==> config.mk <==
export PLATFORM = sky130hd
export DESIGN_NAME = spi_wb_bridge_flat
export DESIGN_NICKNAME = d
export VERILOG_FILES = /design/src/rtl/spi_wb_pkg.sv /design/src/rtl/spi_wb_bridge_if.sv /design/src/rtl/spi_wb_sync.sv /design/src/rtl/spi_wb_bridge.sv /design/src/flat_wrapper.sv
export SDC_FILE = /design/constraint.sdc
export NUM_CORES = 1
export LEC_CHECK = 0
export ABC_AREA = 0
export BUFFER_PORTS_ARGS = -buffer_cell sky130_fd_sc_hd__buf_2
export CORE_ASPECT_RATIO = 0.6
export CORE_UTILIZATION = 34
export DETAILED_ROUTE_END_ITERATION = 10
export GPL_TIMING_DRIVEN = 1
export HOLD_SLACK_MARGIN = 0.1
export PLACE_DENSITY = 0.52
export SLEW_MARGIN = 20
export SYNTH_ARGS = -nofsm -noshare
export SYNTH_HDL_FRONTEND = slang
export SYNTH_SLANG_ARGS = --single-unit
==> constraint.sdc <==
create_clock -name clk -period 1.6 [get_ports clk]
set_input_delay 0.24 -clock clk [delete_from_list [all_inputs] [get_ports clk]]
set_output_delay 0.24 -clock clk [all_outputs]
set_load 0.005 [all_outputs]
==> src/rtl/spi_wb_pkg.sv <==
// Shared definitions for the SPI-slave to Wishbone-master bridge.
//   state_t   : frame FSM encoding
//   wb_req_t  : bus request captured from the SPI frame, launched one clk later
//   *_BITS    : phase lengths in sck rising edges
package spi_wb_pkg;

  typedef enum logic [2:0] {
    ST_IDLE, ST_CMD, ST_ADDR, ST_WDATA, ST_TURN, ST_RDATA, ST_DONE
  } state_t;

  typedef struct packed {
    logic [31:0] adr;
    logic [31:0] dat;
    logic        we;
  } wb_req_t;

  localparam int CMD_WRITE_BIT = 7;
  localparam int CMD_BITS      = 8;
  localparam int ADDR_BITS     = 32;
  localparam int TURN_BITS     = 8;
  localparam int DATA_BITS     = 32;

  // Bit-counter value on the last rise of a phase of n bits.
  function automatic logic [5:0] last_bit(input int n);
    return 6'(n - 1);
  endfunction

endpackage

==> src/rtl/spi_wb_bridge_if.sv <==
// Wishbone bus bundle between the bridge (master) and conbus (slave side).
//   wb_adr_o/wb_dat_o/wb_sel_o/wb_we_o/wb_cyc_o/wb_stb_o : master -> slave
//   wb_dat_i/wb_ack_i                                      : slave -> master
interface spi_wb_bridge_if;
  logic [31:0] wb_adr_o;
  logic [31:0] wb_dat_o;
  logic [31:0] wb_dat_i;
  logic [3:0]  wb_sel_o;
  logic        wb_we_o;
  logic        wb_cyc_o;
  logic        wb_stb_o;
  logic        wb_ack_i;

  modport master (
    output wb_adr_o, wb_dat_o, wb_sel_o, wb_we_o, wb_cyc_o, wb_stb_o,
    input  wb_dat_i, wb_ack_i
  );

  modport slave (
    input  wb_adr_o, wb_dat_o, wb_sel_o, wb_we_o, wb_cyc_o, wb_stb_o,
    output wb_dat_i, wb_ack_i
  );
endinterface

==> src/rtl/spi_wb_sync.sv <==
// Brings the asynchronous SPI pins into the clk domain.
//   in : clk, reset, spi_sck, spi_cs_n, spi_mosi
//   out: sck_rise / sck_fall (one-clk strobes), cs_n_s, mosi_s (synchronised)
// sck gets a third flop so edges are detected on already-synchronised values.
module spi_wb_sync (
  input  logic clk,
  input  logic reset,
  input  logic spi_sck,
  input  logic spi_cs_n,
  input  logic spi_mosi,
  output logic sck_rise,
  output logic sck_fall,
  output logic cs_n_s,
  output logic mosi_s
);
  logic [2:0] sck_q;
  logic [1:0] cs_q;
  logic [1:0] mosi_q;

  always_ff @(posedge clk) begin
    if (reset) begin
      sck_q  <= '0;
      cs_q   <= 2'b11;   // deselected while in reset
      mosi_q <= '0;
    end else begin
      sck_q  <= {sck_q[1:0], spi_sck};
      cs_q   <= {cs_q[0], spi_cs_n};
      mosi_q <= {mosi_q[0], spi_mosi};
    end
  end

  assign sck_rise = sck_q[1] & ~sck_q[2];
  assign sck_fall = ~sck_q[1] & sck_q[2];
  assign cs_n_s   = cs_q[1];
  // mosi has the same latency as sck, so it is stable when the rise is seen.
  assign mosi_s   = mosi_q[1];
endmodule

==> src/rtl/spi_wb_bridge.sv <==
// SPI mode-0 slave acting as a Wishbone master: one bus transaction per
// chip-select frame (CMD, ADDR, then WDATA or TURN+RDATA), MSB first.
//   clk, reset          : system clock, synchronous active-high reset
//   spi_sck/cs_n/mosi   : host SPI inputs (asynchronous)
//   spi_miso            : read data to host, 0 outside RDATA
//   wb                  : Wishbone master port
//   busy                : bus cycle outstanding (= cyc)
//   err                 : one-clk pulse on ack timeout or rejected frame
module spi_wb_bridge
  import spi_wb_pkg::*;
#(
  parameter int          ack_timeout  = 64,
  parameter logic [31:0] timeout_data = 32'hFFFF_FFFF
) (
  input  logic clk,
  input  logic reset,
  input  logic spi_sck,
  input  logic spi_cs_n,
  input  logic spi_mosi,
  output logic spi_miso,
  spi_wb_bridge_if.master wb,
  output logic busy,
  output logic err
);
  localparam logic [15:0] TMO_LAST = 16'(ack_timeout - 1);

  logic        sck_rise, sck_fall, cs_n_s, mosi_s;
  state_t      state;
  logic [5:0]  bit_cnt;
  logic [31:0] sh_in, sh_next, rd_data, rd_shift;
  logic        is_write, rd_load, launch;
  wb_req_t     req;
  logic [15:0] tmo_cnt;

  spi_wb_sync u_sync (
    .clk, .reset, .spi_sck, .spi_cs_n, .spi_mosi,
    .sck_rise, .sck_fall, .cs_n_s, .mosi_s
  );

  assign sh_next  = {sh_in[30:0], mosi_s};
  assign busy     = wb.wb_cyc_o;
  assign spi_miso = (state == ST_RDATA) & rd_shift[31];

  always_ff @(posedge clk) begin
    if (reset) begin
      state       <= ST_IDLE;
      bit_cnt     <= '0;
      sh_in       <= '0;
      rd_data     <= '0;
      rd_shift    <= '0;
      is_write    <= 1'b0;
      rd_load     <= 1'b0;
      launch      <= 1'b0;
      req         <= '0;
      tmo_cnt     <= '0;
      err         <= 1'b0;
      wb.wb_adr_o <= '0;
      wb.wb_dat_o <= '0;
      wb.wb_sel_o <= '0;
      wb.wb_we_o  <= 1'b0;
      wb.wb_cyc_o <= 1'b0;
      wb.wb_stb_o <= 1'b0;
    end else begin
      err    <= 1'b0;
      launch <= 1'b0;

      // Wishbone master: an outstanding cycle always runs to ack or timeout,
      // independent of what the frame FSM does.
      if (wb.wb_cyc_o) begin
        if (wb.wb_ack_i) begin
          wb.wb_cyc_o <= 1'b0;
          wb.wb_stb_o <= 1'b0;
          wb.wb_we_o  <= 1'b0;
          if (!wb.wb_we_o) rd_data <= wb.wb_dat_i;
        end else if (tmo_cnt == TMO_LAST) begin
          wb.wb_cyc_o <= 1'b0;
          wb.wb_stb_o <= 1'b0;
          wb.wb_we_o  <= 1'b0;
          rd_data     <= timeout_data;
          err         <= 1'b1;
        end else begin
          tmo_cnt <= tmo_cnt + 16'd1;
        end
      end else if (launch && !cs_n_s) begin
        // A frame torn down by cs_n before this clk never reaches the bus.
        wb.wb_adr_o <= req.adr;
        wb.wb_dat_o <= req.dat;
        wb.wb_we_o  <= req.we;
        wb.wb_sel_o <= 4'hF;
        wb.wb_cyc_o <= 1'b1;
        wb.wb_stb_o <= 1'b1;
        tmo_cnt     <= '0;
      end

      // Frame FSM
      if (cs_n_s && state != ST_IDLE) begin
        state   <= ST_IDLE;
        bit_cnt <= '0;
      end else begin
        case (state)
          ST_IDLE: if (!cs_n_s) begin
            bit_cnt <= '0;
            if (wb.wb_cyc_o) begin
              state <= ST_DONE;
              err   <= 1'b1;
            end else begin
              state <= ST_CMD;
            end
          end
          ST_CMD: if (sck_rise) begin
            sh_in <= sh_next;
            if (bit_cnt == last_bit(CMD_BITS)) begin
              is_write <= sh_next[CMD_WRITE_BIT];
              state    <= ST_ADDR;
              bit_cnt  <= '0;
            end else bit_cnt <= bit_cnt + 6'd1;
          end
          ST_ADDR: if (sck_rise) begin
            sh_in <= sh_next;
            if (bit_cnt == last_bit(ADDR_BITS)) begin
              req.adr <= sh_next;
              bit_cnt <= '0;
              if (is_write) state <= ST_WDATA;
              else begin
                state  <= ST_TURN;
                req.we <= 1'b0;
                launch <= 1'b1;
              end
            end else bit_cnt <= bit_cnt + 6'd1;
          end
          ST_WDATA: if (sck_rise) begin
            sh_in <= sh_next;
            if (bit_cnt == last_bit(DATA_BITS)) begin
              req.dat <= sh_next;
              req.we  <= 1'b1;
              launch  <= 1'b1;
              state   <= ST_DONE;
              bit_cnt <= '0;
            end else bit_cnt <= bit_cnt + 6'd1;
          end
          ST_TURN: if (sck_rise) begin
            if (bit_cnt == last_bit(TURN_BITS)) begin
              state   <= ST_RDATA;
              bit_cnt <= '0;
              rd_load <= 1'b1;
            end else bit_cnt <= bit_cnt + 6'd1;
          end
          ST_RDATA: begin
            // First fall loads the read word, later falls shift it out.
            if (sck_fall) begin
              rd_shift <= rd_load ? rd_data : {rd_shift[30:0], 1'b0};
              rd_load  <= 1'b0;
            end
            if (sck_rise) begin
              if (bit_cnt == last_bit(DATA_BITS)) begin
                state   <= ST_DONE;
                bit_cnt <= '0;
              end else bit_cnt <= bit_cnt + 6'd1;
            end
          end
          default: ;  // ST_DONE: wait for cs_n to rise
        endcase
      end
    end
  end
endmodule

==> src/flat_wrapper.sv <==
// flat-port wrapper written by rule: the top's interface ports become plain ports
module spi_wb_bridge_flat import spi_wb_pkg::*;
#(
  parameter int          ack_timeout  = 64,
  parameter logic [31:0] timeout_data = 32'hFFFF_FFFF
)
  (clk, reset, spi_sck, spi_cs_n, spi_mosi, spi_miso, busy, err, wb_wb_adr_o, wb_wb_dat_o, wb_wb_sel_o, wb_wb_we_o, wb_wb_cyc_o, wb_wb_stb_o, wb_wb_dat_i, wb_wb_ack_i);
  spi_wb_bridge_if wb_i ();
  input  logic clk;
  input  logic reset;
  input  logic spi_sck;
  input  logic spi_cs_n;
  input  logic spi_mosi;
  output logic spi_miso;
  output logic busy;
  output logic err;
  output wire logic [$bits(wb_i.wb_adr_o)-1:0] wb_wb_adr_o;
  output wire logic [$bits(wb_i.wb_dat_o)-1:0] wb_wb_dat_o;
  output wire logic [$bits(wb_i.wb_sel_o)-1:0] wb_wb_sel_o;
  output wire logic [$bits(wb_i.wb_we_o)-1:0] wb_wb_we_o;
  output wire logic [$bits(wb_i.wb_cyc_o)-1:0] wb_wb_cyc_o;
  output wire logic [$bits(wb_i.wb_stb_o)-1:0] wb_wb_stb_o;
  input wire logic [$bits(wb_i.wb_dat_i)-1:0] wb_wb_dat_i;
  input wire logic [$bits(wb_i.wb_ack_i)-1:0] wb_wb_ack_i;
  assign wb_wb_adr_o = wb_i.wb_adr_o;
  assign wb_wb_dat_o = wb_i.wb_dat_o;
  assign wb_wb_sel_o = wb_i.wb_sel_o;
  assign wb_wb_we_o = wb_i.wb_we_o;
  assign wb_wb_cyc_o = wb_i.wb_cyc_o;
  assign wb_wb_stb_o = wb_i.wb_stb_o;
  assign wb_i.wb_dat_i = wb_wb_dat_i;
  assign wb_i.wb_ack_i = wb_wb_ack_i;
  spi_wb_bridge #(.ack_timeout(ack_timeout), .timeout_data(timeout_data)) u_core (.clk(clk), .reset(reset), .spi_sck(spi_sck), .spi_cs_n(spi_cs_n), .spi_mosi(spi_mosi), .spi_miso(spi_miso), .wb(wb_i), .busy(busy), .err(err));
endmodule
# Word-level counts from Yosys, hierarchy flattened
# Cells that the tools add are included.
[word_totals] regBits=264 input_bits=38 output_inout_bits=74 elab_cells=146
[classes] n_addsub=2 n_eq_ne=27 mux=59 bitwise=7 reduce_logical=29
[ops] cell="$mux 32" count=4
[ops] cell="$mux 16" count=4
[ops] cell="$mux 3" count=11
[ops] cell="$mux 1" count=30
[ops] cell="$mux 6" count=5
[ops] cell="$ne 2x1->1 const B" count=13
[ops] cell="$pmux 6 s3" count=1
[ops] cell="$add 16x1->16 const B" count=1
[ops] cell="$eq 16x6->1 const B" count=1
[ops] cell="$reduce_and 4->1" count=4
[ops] cell="$pmux 3 s5" count=1
[ops] cell="$reduce_and 3->1" count=4
[ops] cell="$ne 2x2->1 const B" count=5
[ops] cell="$reduce_and 10->1" count=1
[ops] cell="$reduce_bool 2->1" count=4
[ops] cell="$reduce_and 7->1" count=1
[ops] cell="$add 6x1->6 const B" count=1
[ops] cell="$eq 3x2->1 const B" count=2
[ops] cell="$eq 3x3->1 const B" count=2
[ops] cell="$eq 6x3->1 const B" count=1
[ops] cell="$eq 6x5->1 const B" count=1
[ops] cell="$pmux 1 s2" count=3
[ops] cell="$reduce_bool 3->1" count=2
[ops] cell="$reduce_or 2->1" count=3
[ops] cell="other kinds (11)" count=19

# Longest topological paths before layout
# Gate-level depths: netlist of run 1.
[logic_depth] depth_word=8 mapped_depth=8 depth_no_buf=6

# Modules after synthesis
# From an unflattened synthesis of run 1, not the netlist that was laid out.
[hier_totals] hier_cells=1228 hier_area_um2=9967.1
[by_module_without_submodules] module="spi_wb_bridge" instances=1 cells_each=1212 area_per_inst_um2=9770.6 seq_area_each_um2=5144.9
[by_module_without_submodules] module="spi_wb_sync" instances=1 cells_each=16 area_per_inst_um2=196.4 seq_area_each_um2=140.1

# Worst setup path before layout of run 1
# Ideal clock, no wire load.
[synth_path] kind="reg-to-reg" start="register u_core.bit_cnt[0]" end="register u_core.req[23] (netlist name)" setup_time_ns=0.132 arrival_ns=1.636 t_required_ns=1.468 slack_ns=-0.168 path_stages_with_launch=9 n_path_buf=2 period_less_slack_ns=1.768 path_cell_list="dfxtp_1 -> ha_1 -> and3b_1 -> nand4_2 -> or2_1 -> buf_2 -> buf_2 -> nand2_1 -> a21oi_1"
[synth_between] elab_chain_len=2
[synth_rtl] element="start, declared" line_no="spi_wb_bridge.sv:29" source="logic [5:0] bit_cnt;"
[synth_rtl] element="start signal, assigned" line_no="spi_wb_bridge.sv:116" source="end else bit_cnt <= bit_cnt + 6'd1;"
[synth_rtl] element="start signal, assigned" line_no="spi_wb_bridge.sv:129" source="end else bit_cnt <= bit_cnt + 6'd1;"
[synth_rtl] element="start signal, assigned" line_no="spi_wb_bridge.sv:139" source="end else bit_cnt <= bit_cnt + 6'd1;"
[synth_rtl] element="$eq 6x5->1" line_no="spi_wb_bridge.sv:133" source="if (bit_cnt == last_bit(DATA_BITS)) begin"
[synth_rtl] element="$reduce_and 4->1 (no line)"
[synth_rtl] element="end, declared" line_no="spi_wb_bridge.sv:32" source="wb_req_t req;"
# No other way between the ends.
# A chain may end at the register's enable or synchronous reset.

# Worst setup path after layout of run 1
[layout_path] start="register u_core.state[1]" end="output spi_miso"
[layout_between] elab_chain_len=2
[layout_rtl] element="start, declared" line_no="spi_wb_bridge.sv:28" source="state_t state;"
[layout_rtl] element="start signal, assigned" line_no="spi_wb_bridge.sv:46" source="state <= ST_IDLE;"
[layout_rtl] element="start signal, assigned" line_no="spi_wb_bridge.sv:97" source="state <= ST_IDLE;"
[layout_rtl] element="start signal, assigned" line_no="spi_wb_bridge.sv:104" source="state <= ST_DONE;"
[layout_rtl] element="$eq 3x3->1" line_no="spi_wb_bridge.sv:42" source="assign spi_miso = (state == ST_RDATA) & rd_shift[31];"
[layout_rtl] element="$and 1x1->1" line_no="spi_wb_bridge.sv:42"
[layout_rtl] element="end, declared" line_no="flat_wrapper.sv:14" source="output logic spi_miso;"
# No other way between the ends.

==> flow_summary.toml, run 1 <==
[status]
outcome = "finished with violations"
violations = "setup timing"

[placed_design]
hpwl_um = 16600
dp.cells = 1626
portBuffers = 111
gp_congestion = 0.849

[route]
ant_nets = 0
drcViolationCount = 0
routed-via-count = 8858
highest_layer = "met4"
post_drt_via_cell_ratio = 5.04
wl_per_cell_um = 17.1
wl_met2_um = 12300
met3_wirelength_um = 1490
wl_met1_um = 15900
first_iter_violations = 498
firstDrtPassIters = 5
postRouteWirelength_um = 30100

[synthesis]
synth_common_cells = "nand2_1 (339), dfxtp_1 (264), a21oi_1 (173)"
yosysUniqueCellTypes = 61
synth_enable_flop_cells = 0
synthFlopType = "dfxtp_1"
netlist.area_leader.share_pct = 52.9
synth_most_common_cell = "nand2_1"
ys_ff_latch = 264
synth_area_leaders = "dfxtp_1 (53%), nand2_1 (13%), a21oi_1 (8.7%), mux2i_1 (3.4%), o221a_1 (3.4%)"
synth_top_area_cell = "dfxtp_1"
syn_area_per_cell_um2 = 8.69
synth_async_sr_flop_share_pct = 0
seq_area_frac_synth_pct = 52.9
synth-warning-count = 0
synth.net_count = 1189
syn_inst = 1149
netlist_area_mm2 = 0.00998

[worst_setup_path]
arrival_ps = 1540
slowest_delay_ps = 360
path_common_cell = "buf_6"
crit_family = "simple AND/OR/NAND/NOR gates"
rrSetupSlack_ps = -160
ff2ff_path_depth = 7
rr_endpoint = "u_core.bit_cnt[3]"
crit_fanout = 2
worstSetupPathType = "flop to output port"
crit_end = "spi_miso"
slowest_stage = "dfxtp_4"
crit-reg2reg-launch = "u_core.bit_cnt[0]"
startpoint = "u_core.state[1]"
cp.required_ps = 1360
startpoint_type = "flop"
cp_num_buf_inv = 2
critical_path_depth = 4
path_cells = "and2b_2, buf_6, and3_4, buf_6"
end_kind = "output port"

[job]
drv_cap = 0

[clocking]
clk_pin_slew_worst_paths_ps = 70
h-tree-depth = 1
cts_sinks = 264
cts_tree = "yes"
cts_buffers = 26
cts_root_buf = "clkbuf_16"
worst_skew_pair.late_latency_ps = 550
clockBufferDepth = 3

[sta]
setup_ws_ps = -183
timing.hold.ws_ps = 170
period_share_pct = 111
hold_viol_final = 0
tightestPinTransition_ps = 626
relSlewSlack_pct = 58.3
tns_ps = -13200
setup_viol = 158
period_minus_slack_ps = 1780
slew_violations = 0
clock.fmax_ghz = 0.561
rsz0062_at_grt = "true"
worst_clock_skew_ps = 12.8

[layout]
area_delta_synth_final_pct = 44.5
finalNonFillerCells = 1759
utilization_pct = 50.0
antennaDiodeCount = 0
nets = 1404
drive_gt1_share_pct = 35.8

[global_route]
grt_pass1_vias = 8089
antenna_found_initial = 0
grt_max_degree = 103
overflow = 0
grt_first_pass_wirelength_um = 45300
grt_use_total_pct = 18.9

[floorplanning]
core_mm2 = 0.0288
num_rows = 48
fp.dieH_um = 135
dieArea_mm2 = 0.0301
initial_core_util_pct = 34.6
ios = 112
die_w_um = 223

[power_and_ir_drop]
p_leak_nw = 5.64
ir_drop_uv = 605
power_density_mw_per_mm2 = 919

[worst_hold_path]
hold_path.class = "primary input to flop"
-- per-layer routing --
| layer | vias to the layer above | track usage, % |
|---|---|---|
| met3 | 33 | 3.15 |
| met5 | - | 0 |
| li1 | 4368 | - |
| met1 | 4279 | 30.2 |
| met4 | 0 | 3.03 |
| met2 | 178 | 26.4 |
-- stage by stage --
step	power [mW]	setup slack [ps]	cell area, um2
CTS	13.3	-161	13400
detailed placement	7.04	-130	11400
floorplan	6.89	-12.7	10000
global route	13.7	-230	14400
global placement	7.04	-143	11400
finish	13.3	-183	14400
-- report_power, final --
group | leakage [nW] | switching, mW | total [mW] | internal (mW)
logic | 3.07 | 0.248 | 0.450 | 0.202
registers | 2.13 | 0.00757 | 6.59 | 6.58
clock network | 0.435 | 2.69 | 6.22 | 3.53
total | 5.64 | 2.94 | 13.3 | 10.3
-- worst min-delay path by stage --
stage	startpoint	endpoint	slack [ps]	cells past startpoint
global route	wb_wb_ack_i	u_core.err	170	4
finish	wb_wb_ack_i	u_core.err	170	4
CTS	wb_wb_ack_i	u_core.err	210	4
global placement	u_core.u_sync.cs_q[0]	u_core.u_sync.cs_q[1]	400	1
detailed placement	u_core.u_sync.cs_q[0]	u_core.u_sync.cs_q[1]	390	1
floorplan	spi_cs_n	u_core.u_sync.cs_q[0]	340	1
-- placed cells by master, fill, tap and decap left out, types with 30 or more instances in the layout --
cell / synthesis / routed
nand2_1: 339 / 281
dfxtp_1: 264 / 252
buf_2: 29 / 109
a21oi_1: 173 / 105
buf_4: 6 / 72
a21oi_2: 0 / 68
nor2_1: 58 / 57
nand2_4: 0 / 37
dlygate4sd3_1: 0 / 37
mux2i_1: 34 / 34
clkbuf_16: 0 / 33
o221a_1: 30 / 30
-- final cells by class --
class | instances | area (um2)
inverter | 4 | 15.0
clock inverter | 10 | 86.3
multi-input combinational | 789 | 5210
clock buffer | 38 | 776
fill | 2708 | 14400
timing repair buffer | 279 | 2570
tap | 375 | 469
sequential | 264 | 5300
-- worst reg2reg max path, cell delays in order, from the launching register on --
cell,delay (ps)
dfxtp_2,330
ha_4,160
and3b_2,240
buf_4,160
o21ai_4,60
nand3_2,120
or4_4,500
a21oi_2,120
-- sequential cells by signal, indices dropped and copies added (netlist names), 6 cells and up --
name,flops
u_core.rd_shift,32
u_core.sh_in,31
u_core.rd_data,32
u_core.wb.wb_adr_o,32
u_core.wb.wb_dat_o,32
u_core.req,65
u_core.tmo_cnt,16
u_core.bit_cnt,6
-- cells by family (layout without fill, tap and decap cells) --
group / after synthesis / in the layout / share of synthesized area, %
buf+inv: 96 / 331 / 4.66
compound gates: 260 / 260 / 16.6
fa+ha+maj: 2 / 2 / 0.251
flops: 264 / 264 / 52.9
mux: 34 / 34 / 3.41
xor+xnor: 14 / 14 / 1.23
simple gates: 479 / 479 / 20.9
-- timing repair --
item,CTS,global route
gates cloned,11,9
pin swaps,39,135
buffers inserted,20,14
gates resized for setup,88,206
hold endpoints to repair,50,0
setup endpoints to repair,176,199
hold buffers,37,0
Power figures use the tool's default switching activity.
==> run 2, diff against run 1 <==
Settings changed: SKIP_LAST_GASP set to 1.
==> run 2 against run 1 <==
The flow still finishes with violations (setup timing). Die area stayed put. Count of clock-buffer cells in the layout is the same. Sequential share of layout area increased by 0.28 points. First-iteration DRC count rose by 12%. Clock skew fell by 2.6 ps. Power about the same. Clock power about the same. Largest cell class unchanged. Highest routed layer unchanged.
==> flow_summary.toml, run 2 (synthesis gave the netlist of run 1 again) <==
[status]
outcome = "finished with violations"
violations = "setup timing"

[sta]
tightestPinTransition_ps = 609
relSlewSlack_pct = 59.4
period_share_pct = 111
timing.hold.ws_ps = 170
rsz0062_at_grt = "true"
tns_ps = -11360
setup_viol = 151
setup_ws_ps = -183
hold_viol_final = 0
worst_clock_skew_ps = 10.2
slew_violations = 0
clock.fmax_ghz = 0.561
period_minus_slack_ps = 1780

[worst_setup_path]
startpoint_type = "flop"
path_cells = "and2b_2, buf_6, and3_4, buf_6"
crit_family = "simple AND/OR/NAND/NOR gates"
slowest_delay_ps = 360
crit_fanout = 2
cp.required_ps = 1360
slowest_stage = "dfxtp_4"
path_common_cell = "buf_6"
end_kind = "output port"
worstSetupPathType = "flop to output port"
arrival_ps = 1540
cp_num_buf_inv = 2

[global_route]
antenna_found_initial = 0
overflow = 0
grt_pass1_vias = 8080
grt_max_degree = 103
grt_use_total_pct = 18.9
grt_first_pass_wirelength_um = 45300

[floorplanning]
dieArea_mm2 = 0.0301
initial_core_util_pct = 34.6
core_mm2 = 0.0288
num_rows = 48
die_w_um = 223
ios = 112
fp.dieH_um = 135

[placed_design]
dp.cells = 1626
gp_congestion = 0.849
portBuffers = 111
hpwl_um = 16600

[worst_hold_path]
hold_path.class = "primary input to flop"

[power_and_ir_drop]
p_leak_nw = 5.65
power_density_mw_per_mm2 = 926
ir_drop_uv = 587
power.total_mw = 13.3

[job]
drv_cap = 0

[layout]
antennaDiodeCount = 0
drive_gt1_share_pct = 33.5
area_delta_synth_final_pct = 43.3
largest_reg_flops = 65
layout_common_cells = "nand2_1 (291), dfxtp_1 (254), a21oi_1 (124), buf_2 (109), buf_4 (74)"
top_register = "u_core.req"
finalNonFillerCells = 1761
nets = 1406
layout_commonest_cell = "nand2_1"

[clocking]
h-tree-depth = 1
clockBufferDepth = 3
cts_sinks = 264
clk_pin_slew_worst_paths_ps = 70
cts_tree = "yes"
worst_skew_pair.late_latency_ps = 550
cts_root_buf = "clkbuf_16"
cts_buffers = 26

[route]
wl_per_cell_um = 17.2
ant_nets = 0
routed-via-count = 8802
postRouteWirelength_um = 30300
first_iter_violations = 560
firstDrtPassIters = 5
post_drt_via_cell_ratio = 5.00
drcViolationCount = 0
run 2: cell types whose count changed in the layout (fill, tap and decap cells not counted), sizes merged:
cell / before / now
buf: 235 / 236
clkbuf: 45 / 46
run 2: final timing paths:
check / to / startpoint / cells after the start / slack [ps]
worst min-delay path: u_core.err / wb_wb_ack_i / 4 / 170
worst min register to register: u_core.u_sync.cs_q[1] / u_core.u_sync.cs_q[0] / 1 / 410
worst max register to register: u_core.bit_cnt[3] / u_core.bit_cnt[0] / 7 / -160
worst max-delay path: spi_miso / u_core.state[1] / 4 / -180
run 2: stage by stage:
stage,utilization [%],worst slack [ps],instance area [um2]
4_1_cts,46.5,-161,13400
5_1_grt,49.6,-235,14300
6_report,49.6,-183,14300
3_5_place_dp,39.6,-130,11400
2_1_floorplan,-,-12.7,10000
3_3_place_gp,39.6,-143,11400
run 2: final cells by class:
| cell class | instances | area [um2] |
|---|---|---|
| Fill cell | 2729 | 14500 |
| Sequential cell | 264 | 5300 |
| Multi-Input combinational cell | 789 | 5070 |
| Timing Repair Buffer | 281 | 2600 |
| Clock buffer | 38 | 776 |
| Tap cell | 375 | 469 |
| Clock inverter | 10 | 86.3 |
| Inverter | 4 | 15.0 |
run 2: what timing repair did:
action,4_1_cts,5_1_grt
pin swaps,39,118
endpoints found under the setup margin,176,199
setup buffers,20,14
resized for setup,78,177
hold buffers,37,0
hold endpoints to repair,50,0
cloned,11,11
run 2: where the power goes:
group	total [mW]	internal, mW	switching (mW)	leakage, nW
registers	6.59	6.58	0.00772	2.13
logic	0.433	0.195	0.239	3.09
clock network	6.23	3.53	2.70	0.435
run 2: routing by layer:
| layer | up-vias | share of wire (%) | GRT usage (%) |
|---|---|---|---|
| met3 | 31 | 4.3 | 3.15 |
| met5 | - | 0 | 0 |
| met1 | 4265 | 54 | 30.3 |
| met4 | 0 | 1.1 | 3.03 |
| li1 | 4361 | - | - |
| met2 | 145 | 40 | 26.3 |
run 2: tightest hold or removal path: cells and delay by family:
family,cells,cell delay (ps)
buffers and inverters,2,220
AND/OR/NAND/NOR,1,140
AO/OA/AOI/OAI,1,60
==> run 3, diff against run 2 <==
Settings changed: ABC_AREA 0 to 1, PLACE_DENSITY 0.52 to 0.49.
==> run 3 against run 2 <==
The flow still finishes with violations (setup timing). Synthesized cell count rose by 27%. Non-clock buffer count down 44. Count of clock-buffer cells in the layout grew 1. Setup slack gained 160 ps. Largest cell class unchanged. Sequential power is 2% higher. Routed wire length down 0.54%. Combinational power rose to 5.1 times the previous value.
==> flow_summary.toml, run 3 <==
[synthesis]
yosysUniqueCellTypes = 38
synth_common_cells = "nor2_1 (287), dfxtp_1 (264), nand2_1 (204)"
synthFlopType = "dfxtp_1"
seq_area_frac_synth_pct = 49.0
syn_inst = 1458
synth_most_common_cell = "nor2_1"
synth_top_area_cell = "dfxtp_1"
synth_simple_gate_area_share_pct = 24.1
synth_async_sr_flop_share_pct = 0
synth_top_family_by_area = "simple AND/OR/NAND/NOR gates"
synth-warning-count = 0
netlist.area_leader.share_pct = 49.0
syn_area_per_cell_um2 = 7.41
netlist_area_mm2 = 0.0108
synth_fa_ha_area_share_pct = 0.232
synth.net_count = 1498
ys_ff_latch = 264
synth_xor_area_share_pct = 0.324
synth_compound_area_share_pct = 17.2
synth.area.mux_share_pct = 0
synth_area_leaders = "dfxtp_1 (49%), nor2_1 (10%), o21ai_0 (8.3%), nand2_1 (7.1%), a21oi_1 (6.8%)"
synth_enable_flop_cells = 0

[sta]
setup_ws_ps = -18.4
tightestPinTransition_ps = 382
hold_viol_final = 0
period_share_pct = 101
rsz0062_at_grt = "true"
clock.fmax_ghz = 0.618
relSlewSlack_pct = 74.6
period_minus_slack_ps = 1620
worst_clock_skew_ps = 14.2
setup_viol = 2
timing.hold.ws_ps = 144
slew_violations = 0

[job]
drv_cap = 0

[placed_design]
portBuffers = 111
dp.cells = 1953
gp_congestion = 0.855
hpwl_um = 18300

[worst_setup_path]
slowest_delay_ps = 380
end_kind = "output port"
startpoint_type = "flop"
worstSetupPathType = "flop to output port"
cp.required_ps = 1360
slowest_stage = "dfxtp_2"
arrival_ps = 1380
crit_fanout = 3
path_cells = "buf_6, nand3_4, nor2_4, buf_2"

[clocking]
clk_pin_slew_worst_paths_ps = 70
cts_buffers = 27
worst_skew_pair.late_latency_ps = 550
cts_tree = "yes"
h-tree-depth = 1
clockBufferDepth = 3
cts_root_buf = "clkbuf_16"
cts_sinks = 264

[layout]
drive_gt1_share_pct = 20.8
num-fill-cells = 3157
layout_common_cells = "nor2_1 (278), dfxtp_1 (255), nand2_1 (191), o21ai_0 (141), a21oi_1 (125)"
utilization_pct = 44.6
area_delta_synth_final_pct = 28.9
antennaDiodeCount = 0
layout_commonest_cell = "nor2_1"
finalNonFillerCells = 2059
largest_reg_flops = 65
nets = 1663
top_register = "u_core.req"

[global_route]
grt_use_total_pct = 18.0
antenna_found_initial = 0
grt_max_degree = 73
grt_first_pass_wirelength_um = 47900
grt_pass1_vias = 9131
overflow = 0

[route]
wl_per_cell_um = 14.6
first_iter_violations = 616
firstDrtPassIters = 5
ant_nets = 0
drcViolationCount = 0
postRouteWirelength_um = 30100
post_drt_via_cell_ratio = 4.79
routed-via-count = 9871

[floorplanning]
dieArea_mm2 = 0.0325
die_w_um = 232
fp.dieH_um = 140
initial_core_util_pct = 34.6
num_rows = 50
ios = 112
core_mm2 = 0.0312

[power_and_ir_drop]
p_clk_share_pct = 40.8
power_density_mw_per_mm2 = 1080
p_leak_nw = 5.81
p_sw_mw = 4.23
p_int_mw = 10.8
pwr-share-seq_pct = 44.6
combinationalPowerShare_pct = 14.6
p_sw_share_pct = 28.2
ir_drop_uv = 950

[status]
violations = "setup timing"
outcome = "finished with violations"

[worst_hold_path]
hold_path.class = "primary input to flop"
[run 3: cell types whose count changed in the layout (fill, tap and decap cells not counted), moves of 22 or more]
cell,previous run,this run
nand2_4,37,6
o221a_1,30,0
inv_1,3,105
nand3_1,12,47
a21oi_2,49,21
o21ai_0,2,141
or4_1,3,32
mux2i_1,34,0
nor2_1,57,278
a211oi_2,23,1
o21ai_1,1,58
nand2_1,291,191
[run 3: metal layers]
metal,up-vias,part of all wire [%],track usage [%]
li1,5070,-,-
met3,38,3.5,2.99
met5,-,0,0
met2,156,41,26.2
met1,4607,54,27.2
met4,0,1.7,4.26
[run 3: cell families (layout without fill, tap and decap cells)]
family / count (synthesis) / after routing
fa+ha+maj: 2 / 2
flops: 264 / 264
compound gates: 363 / 363
simple gates: 606 / 606
xor+xnor: 4 / 4
buf+inv: 219 / 404
[run 3: critical path, delay by kind of cell, from the launching register on]
kind	cells	cell delay, ps
simple gates	2	210
buf+inv	2	240
flops	1	380
[run 3: power groups by stage]
stage                     logic [mW]  clock network [mW]  registers [mW]
final                           2.19                6.12            6.69
after global routing            2.45                6.57            6.69
after CTS                       2.00                6.31            6.67
after detailed placement        1.86                   0            6.81
after global placement          1.85                   0            6.81
after floorplan                 1.32                   0            6.81
[run 3: layout make-up]
cell class	instances	area (um2)	area share (%)
Sequential cell	264	5300	38.1
Multi-Input combinational cell	975	4830	34.7
Timing Repair Buffer	237	1960	14.1
Clock buffer	39	761	5.47
Tap cell	416	520	3.74
Inverter	118	459	3.30
Clock inverter	10	83.8	0.602
[run 3: path summary, 6_finish.rpt]
path	start	endpoint	slack, ps	depth (start not counted)
setup / recovery	u_core.state[0]	spi_miso	-20	4
hold / removal	wb_wb_ack_i	u_core.tmo_cnt[1]	140	4
setup reg to reg	u_core.bit_cnt[0]	u_core.req[34]	-10	10
hold reg to reg	u_core.u_sync.mosi_q[0]	u_core.u_sync.mosi_q[1]	420	2
[run 3: repair_timing]
item / in CTS / in global routing
endpoints found under the hold margin: 37 / 0
endpoints found under the setup margin: 93 / 155
resized for setup: 61 / 84
hold buffers: 36 / 0
cloned: 2 / 5
buffers inserted: 8 / 7
pin swaps: 22 / 16
[run 3: per-stage QoR]
step                power, mW  cell area [um2]  setup TNS, ps  setup slack [ps]
floorplan                8.13            10800              0              28.0
global placement         8.66            12100          -21.4             -17.7
detailed placement       8.67            12100          -1570             -66.6
CTS                      15.0            13500          -1230             -64.1
global route             15.7            13900          -3730              -110
finish                   15.0            13900          -28.8             -18.4
